**config.mk**
```make
export PLATFORM = sky130hd
export DESIGN_NAME = otter_mem_arbiter
export DESIGN_NICKNAME = d
export VERILOG_FILES = /design/src/rtl/otter_bus_pkg.sv /design/src/rtl/otter_rd_tag_pipe.sv /design/src/rtl/otter_mem_arbiter.sv
export SDC_FILE = /design/constraint.sdc
export NUM_CORES = 1
export LEC_CHECK = 0
export ABC_CLOCK_PERIOD_IN_PS = 2300
export CAP_MARGIN = 10
export CORE_AREA = 2 2 120 122
export DETAILED_ROUTE_END_ITERATION = 7
export DIE_AREA = 0 0 122 124
export GPL_TIMING_DRIVEN = 0
export SLEW_MARGIN = 10
export SYNTH_ARGS = -nofsm -noshare
export SYNTH_HDL_FRONTEND = slang
export SYNTH_SLANG_ARGS = --single-unit
```
**constraint.sdc**
```tcl
create_clock -name CLK -period 2.3 [get_ports CLK]
set_input_delay 0.46 -clock CLK [delete_from_list [all_inputs] [get_ports CLK]]
set_output_delay 0.46 -clock CLK [all_outputs]
set_load 0.01 [all_outputs]
```
**src/rtl/otter_bus_pkg.sv**
```systemverilog
// Shared types for the OTTER data-port arbiter: arbiter state, master id,
// access size encodings and the per-master request payload.
package otter_bus_pkg;

    typedef enum logic {ARB, LOCK1} arb_state_t;
    typedef enum logic {ID_M0, ID_M1} mst_id_t;

    localparam logic [1:0] SIZE_BYTE = 2'd0;
    localparam logic [1:0] SIZE_HALF = 2'd1;
    localparam logic [1:0] SIZE_WORD = 2'd2;

    typedef struct packed {
        logic        we;
        logic [31:0] addr;
        logic [31:0] din;
        logic [1:0]  size;
        logic        sign;
    } mem_req_t;

endpackage

```
**src/rtl/otter_rd_tag_pipe.sv**
```systemverilog
// Tracks accepted reads through the memory latency so the returning data can
// be flagged valid for the master that issued it.
module otter_rd_tag_pipe
    import otter_bus_pkg::*;
#(
    parameter int RD_LAT = 1
) (
    input  logic    CLK,
    input  logic    RST_N,
    input  logic    push_i,
    input  mst_id_t id_i,
    output logic    m0_rvalid_o,
    output logic    m1_rvalid_o
);

    // Stage s holds the read issued s cycles ago; stage RD_LAT lines up with MEM_DOUT.
    logic [RD_LAT:1] vld_pipe;
    logic [RD_LAT:1] id_pipe;

    always_ff @(posedge CLK or negedge RST_N) begin
        if (!RST_N) begin
            vld_pipe <= '0;
            id_pipe  <= '0;
        end else begin
            vld_pipe[1] <= push_i;
            id_pipe[1]  <= id_i;
            for (int s = 2; s <= RD_LAT; s++) begin
                vld_pipe[s] <= vld_pipe[s-1];
                id_pipe[s]  <= id_pipe[s-1];
            end
        end
    end

    assign m0_rvalid_o = vld_pipe[RD_LAT] && (mst_id_t'(id_pipe[RD_LAT]) == ID_M0);
    assign m1_rvalid_o = vld_pipe[RD_LAT] && (mst_id_t'(id_pipe[RD_LAT]) == ID_M1);

endmodule

```
**src/rtl/otter_mem_arbiter.sv**
```systemverilog
// Shares the OTTER data-memory port between the CPU (M0) and a DMA/debug
// master (M1): round-robin arbitration, capped M1 lock bursts, read return routing.
module otter_mem_arbiter
    import otter_bus_pkg::*;
#(
    parameter int RD_LAT   = 1,
    parameter int MAX_LOCK = 8
) (
    input  logic        CLK,
    input  logic        RST_N,

    input  logic        M0_REQ,
    input  logic        M0_WE,
    input  logic [31:0] M0_ADDR,
    input  logic [31:0] M0_DIN,
    input  logic [1:0]  M0_SIZE,
    input  logic        M0_SIGN,
    output logic        M0_GNT,
    output logic        M0_RVALID,
    output logic [31:0] M0_DOUT,

    input  logic        M1_REQ,
    input  logic        M1_WE,
    input  logic [31:0] M1_ADDR,
    input  logic [31:0] M1_DIN,
    input  logic [1:0]  M1_SIZE,
    input  logic        M1_SIGN,
    output logic        M1_GNT,
    output logic        M1_RVALID,
    output logic [31:0] M1_DOUT,
    input  logic        M1_LOCK,

    output logic [31:0] MEM_ADDR,
    output logic [31:0] MEM_DIN,
    output logic        MEM_WE,
    output logic        MEM_RDEN,
    output logic [1:0]  MEM_SIZE,
    output logic        MEM_SIGN,
    input  logic [31:0] MEM_DOUT
);

    localparam logic [7:0] LOCK_CAP = 8'(MAX_LOCK);

    arb_state_t state_q, state_d;
    mst_id_t    ptr_q, ptr_d;
    logic [7:0] lock_cnt_q, lock_cnt_d;
    logic       gnt0, gnt1, locked;
    mem_req_t   m0_req, m1_req, sel_req;

    assign m0_req = '{we: M0_WE, addr: M0_ADDR, din: M0_DIN, size: M0_SIZE, sign: M0_SIGN};
    assign m1_req = '{we: M1_WE, addr: M1_ADDR, din: M1_DIN, size: M1_SIZE, sign: M1_SIGN};

    // Dropping M1_LOCK or M1_REQ ends the burst in the same cycle, so that
    // cycle is arbitrated as if already back in ARB.
    assign locked = (state_q == LOCK1) && M1_LOCK && M1_REQ;

    always_comb begin
        gnt0       = 1'b0;
        gnt1       = 1'b0;
        state_d    = state_q;
        ptr_d      = ptr_q;
        lock_cnt_d = lock_cnt_q;
        if (!RST_N) begin
            gnt0 = 1'b0;
        end else if (locked) begin
            if (M0_REQ && (lock_cnt_q == LOCK_CAP)) begin
                gnt0       = 1'b1;
                state_d    = ARB;
                lock_cnt_d = 8'd0;
            end else begin
                gnt1 = 1'b1;
                // Only grants that actually starve M0 count toward the cap.
                if (M0_REQ) lock_cnt_d = lock_cnt_q + 8'd1;
            end
        end else begin
            state_d    = ARB;
            lock_cnt_d = 8'd0;
            if (M0_REQ && (!M1_REQ || ptr_q == ID_M1)) begin
                gnt0 = 1'b1;
            end else if (M1_REQ) begin
                gnt1 = 1'b1;
                if (M1_LOCK) begin
                    state_d    = LOCK1;
                    lock_cnt_d = 8'd1;
                end
            end
        end
        if (gnt0)      ptr_d = ID_M0;
        else if (gnt1) ptr_d = ID_M1;
    end

    always_ff @(posedge CLK or negedge RST_N) begin
        if (!RST_N) begin
            state_q    <= ARB;
            ptr_q      <= ID_M1;
            lock_cnt_q <= 8'd0;
        end else begin
            state_q    <= state_d;
            ptr_q      <= ptr_d;
            lock_cnt_q <= lock_cnt_d;
        end
    end

    always_comb begin
        sel_req = '0;
        if (gnt0)      sel_req = m0_req;
        else if (gnt1) sel_req = m1_req;
    end

    assign M0_GNT   = gnt0;
    assign M1_GNT   = gnt1;
    assign MEM_ADDR = sel_req.addr;
    assign MEM_DIN  = sel_req.din;
    assign MEM_SIZE = sel_req.size;
    assign MEM_SIGN = sel_req.sign;
    assign MEM_WE   = sel_req.we;
    assign MEM_RDEN = (gnt0 || gnt1) && !sel_req.we;

    otter_rd_tag_pipe #(.RD_LAT(RD_LAT)) u_tag_pipe (
        .CLK         (CLK),
        .RST_N       (RST_N),
        .push_i      (MEM_RDEN),
        .id_i        (gnt1 ? ID_M1 : ID_M0),
        .m0_rvalid_o (M0_RVALID),
        .m1_rvalid_o (M1_RVALID)
    );

    assign M0_DOUT = MEM_DOUT;
    assign M1_DOUT = MEM_DOUT;

endmodule

```
==> flow_metrics.tcl <==
set metrics [dict create \
    final_cell_mix "clkdlybuf4s50_1 (202), buf_4 (74), a22o_1 (67)" \
    ys_seq_elements 12 \
    routed_wl_um 11950 \
    clock_skew_ns 0.004837 \
    p_total_mw 1.647 \
    synth_nets 393 \
    drtIter0Drc 117 \
    core_um2 13720 \
    seq_area_frac_synth_pct 15.54 \
    crit_path_end_kind "primary output" \
    path_max_fanout 6 \
    synth_top_family_by_area "buffers and inverters" \
    min_period_ns 2.676 \
    async_flop_share_pct 100.0 \
    final_net_count 697 \
    layout-drive-gt1-share_pct 36.47 \
    grt_overflow 0 \
    dp_hpwl_um 10020 \
    hold_path_class "input pin to async pin" \
    p_leak_nw 2.390 \
    rows 43 \
    grt_pass1_vias 2902 \
    cts_tree "built" \
    synthesis.area_um2 1941 \
    die_h_um 124 \
    switching_share_pct 29.63 \
    drtPass1Iterations 4 \
    ir_drop_mv 0.1790 \
    crit_start "lock_cnt_q[0]" \
    synth.mux.area_fraction_pct 0.5803 \
    slew_headroom_pct 64.54 \
    crit_path_start_kind "flip-flop" \
    clockBufferDepth 2 \
    period_share_pct 116.4 \
    grt_max_degree 20 \
    finalMaxSlewViolations 0 \
    yosys.area.top_type_share_pct 31.14 \
    initial_core_util_pct 14.15 \
    crit_arrival_ns 2.22 \
    pre_cts_ws_ns -1.335 \
    cap_violations 0 \
    synth_compound_area_share_pct 34.36 \
    synthFlopType "dfrtp_1" \
    fmax_mhz 373.7 \
    ys_types 32 \
    final_common_cell "clkdlybuf4s50_1" \
    clkPwrFrac_pct 19.8 \
    netlist_instances 218 \
    combinationalPowerShare_pct 66.1 \
    area_growth_pct 171.4 \
    criticalPathCategory "flip-flop to primary output" \
    synthSimpleGateAreaFrac_pct 11.09 \
    clock_latency_ns 0.24 \
    outcome "complete, but fails checks" \
    finalSetupViolations 71 \
    pin_count 310 \
    path_clk_slew_ns 0.05 \
    synth.area.top_cells "a22o_1 (31%), buf_4 (25%), dfrtp_1 (14%)" \
    synthAdderAreaFrac_pct 1.289 \
    synth_edf_count 0 \
    violations "setup timing" \
    intPower_mw 1.159 \
    portBuffers 277 \
    rsz0062_at_grt "yes" \
    postRouteAntennaNets 0 \
    synth_top_area_cell "a22o_1" \
    grt_first_pass_wirelength_um 16010 \
    numCtsBuffers 3 \
    htreeDepth 1 \
    fp.dieW_um 122 \
    vias_per_cell 4.041 \
    cts.sinks 12 \
    dieArea_um2 15130 \
    power_density_nw_per_um2 312.6 \
    layout_setup_ws_ns -0.3763 \
    final_core_util_pct 38.39 \
    synth-xor-area-share_pct 2.708 \
    required_ns 1.84 \
    ys_warn_count 0 \
    cts_root_buffer "clkbuf_16" \
    drc 0 \
    r2r-start "lock_cnt_q[0]" \
    finalHoldViolCount 0 \
    antenna_found_initial 0 \
    vias 2833 \
    syn_area_per_cell_um2 8.902 \
    tightest_slew_ns 0.5300 \
    p_seq_share_pct 14.1 \
    track_usage_pct 13.88 \
    antennaDiodeCount 0 \
    p_switching_mw 0.4879 \
    gp_congestion 0.8056 \
    wl_per_cell_um 17.04 \
]
[flip-flops by register name, summed over array words and instances, names as in the netlist]
name and flops:
u_tag_pipe.id_pipe 1, lock_cnt_q 8, state_q 1, ptr_q 1, u_tag_pipe.vld_pipe 1
[final cells by class]
| cell class | count | area (µm²) |
|---|---|---|
| Clock buffer | 4 | 78.83 |
| Tap cell | 180 | 225.2 |
| Sequential cell | 12 | 301.5 |
| Buffer | 76 | 654.4 |
| Fill cell | 1367 | 8452 |
| Inverter | 5 | 18.77 |
| Timing Repair Buffer | 302 | 2975 |
| Multi-Input combinational cell | 122 | 1013 |
[layer usage]
metal  vias to the layer above  track usage, %  part of all wire, %
li1                       1354               -                    -
met1                      1277           15.01                   35
met2                       185           27.69                   54
met3                        17           2.610                  8.6
met4                         0           3.089                  1.8
met5                         -               0                    0
[cells in the mapped netlist, types with 2 or more instances]
cell type,n
ha_1,2
a21oi_1,2
nand3_1,4
nor2_1,8
and3_1,3
inv_1,5
dfrtp_1,11
nand2_1,8
xnor2_1,3
a211oi_1,2
buf_6,15
a22o_1,69
nor3_1,2
xor2_1,3
buf_4,64
[final timing paths]
| check | depth (start not counted) | slack, ns | endpoint |
|---|---|---|---|
| worst max-delay path | 10 | -0.38 | MEM_DIN[16] |
| worst min-delay path | 1 | 0.24 | lock_cnt_q[7] |
| worst max register to register | 8 | 0.12 | state_q |
| worst min register to register | 2 | 0.55 | ptr_q |
| max in group asynchronous | 1 | 1.72 | ptr_q |
| min in group CLK | 2 | 0.55 | ptr_q |
[cells by family after synthesis]
logic type / Yosys count
xor gates and xnor gates: 6
adders and majority gates: 2
AOI/OAI and AO/OA: 77
and+or+nand+nor: 36
buffers and inverters: 84
DFF: 12
muxes: 1
[stage by stage]
stage / setup TNS [ns] / area, µm² / cells / hold slack [ns]
finish: -23.25 / 5268 / 701 / 0.2409
CTS: -17.48 / 5105 / 694 / 0.2421
floorplan: 0 / 1941 / 218 / 0.1644
global placement: -87.15 / 4938 / 675 / 0.5282
detailed placement: -90.93 / 4938 / 675 / 0.5537
global route: -27.44 / 5268 / 701 / 0.2728
[power groups by stage]
stage | logic [mW] | clock network [mW] | registers (mW)
floorplan | 0.381 | 0 | 0.232
global placement | 1.02 | 0 | 0.234
detailed placement | 1.03 | 0 | 0.234
CTS | 1.06 | 0.335 | 0.231
global route | 1.15 | 0.344 | 0.233
finish | 1.09 | 0.326 | 0.232
[critical path, cell delays in order (launching register included)]
cell and delay (ns):
dfrtp_1 0.40, inv_2 0.09, ha_4 0.12, and4bb_2 0.29
a21oi_4 0.08, o21a_1 0.23, buf_12 0.14, buf_12 0.14
clkbuf_16 0.15, a22o_1 0.18, buf_2 0.14
[repair_timing]
item                                    4_1_cts  5_1_grt
hold buffers                                  0        0
gates resized for setup                     344       20
buffers inserted                             13        6
gates cloned                                  4        2
endpoints found under the setup margin       73       71
hold endpoints to repair                      0        0
pin swaps                                    18       15
Power figures use the tool's default switching activity.
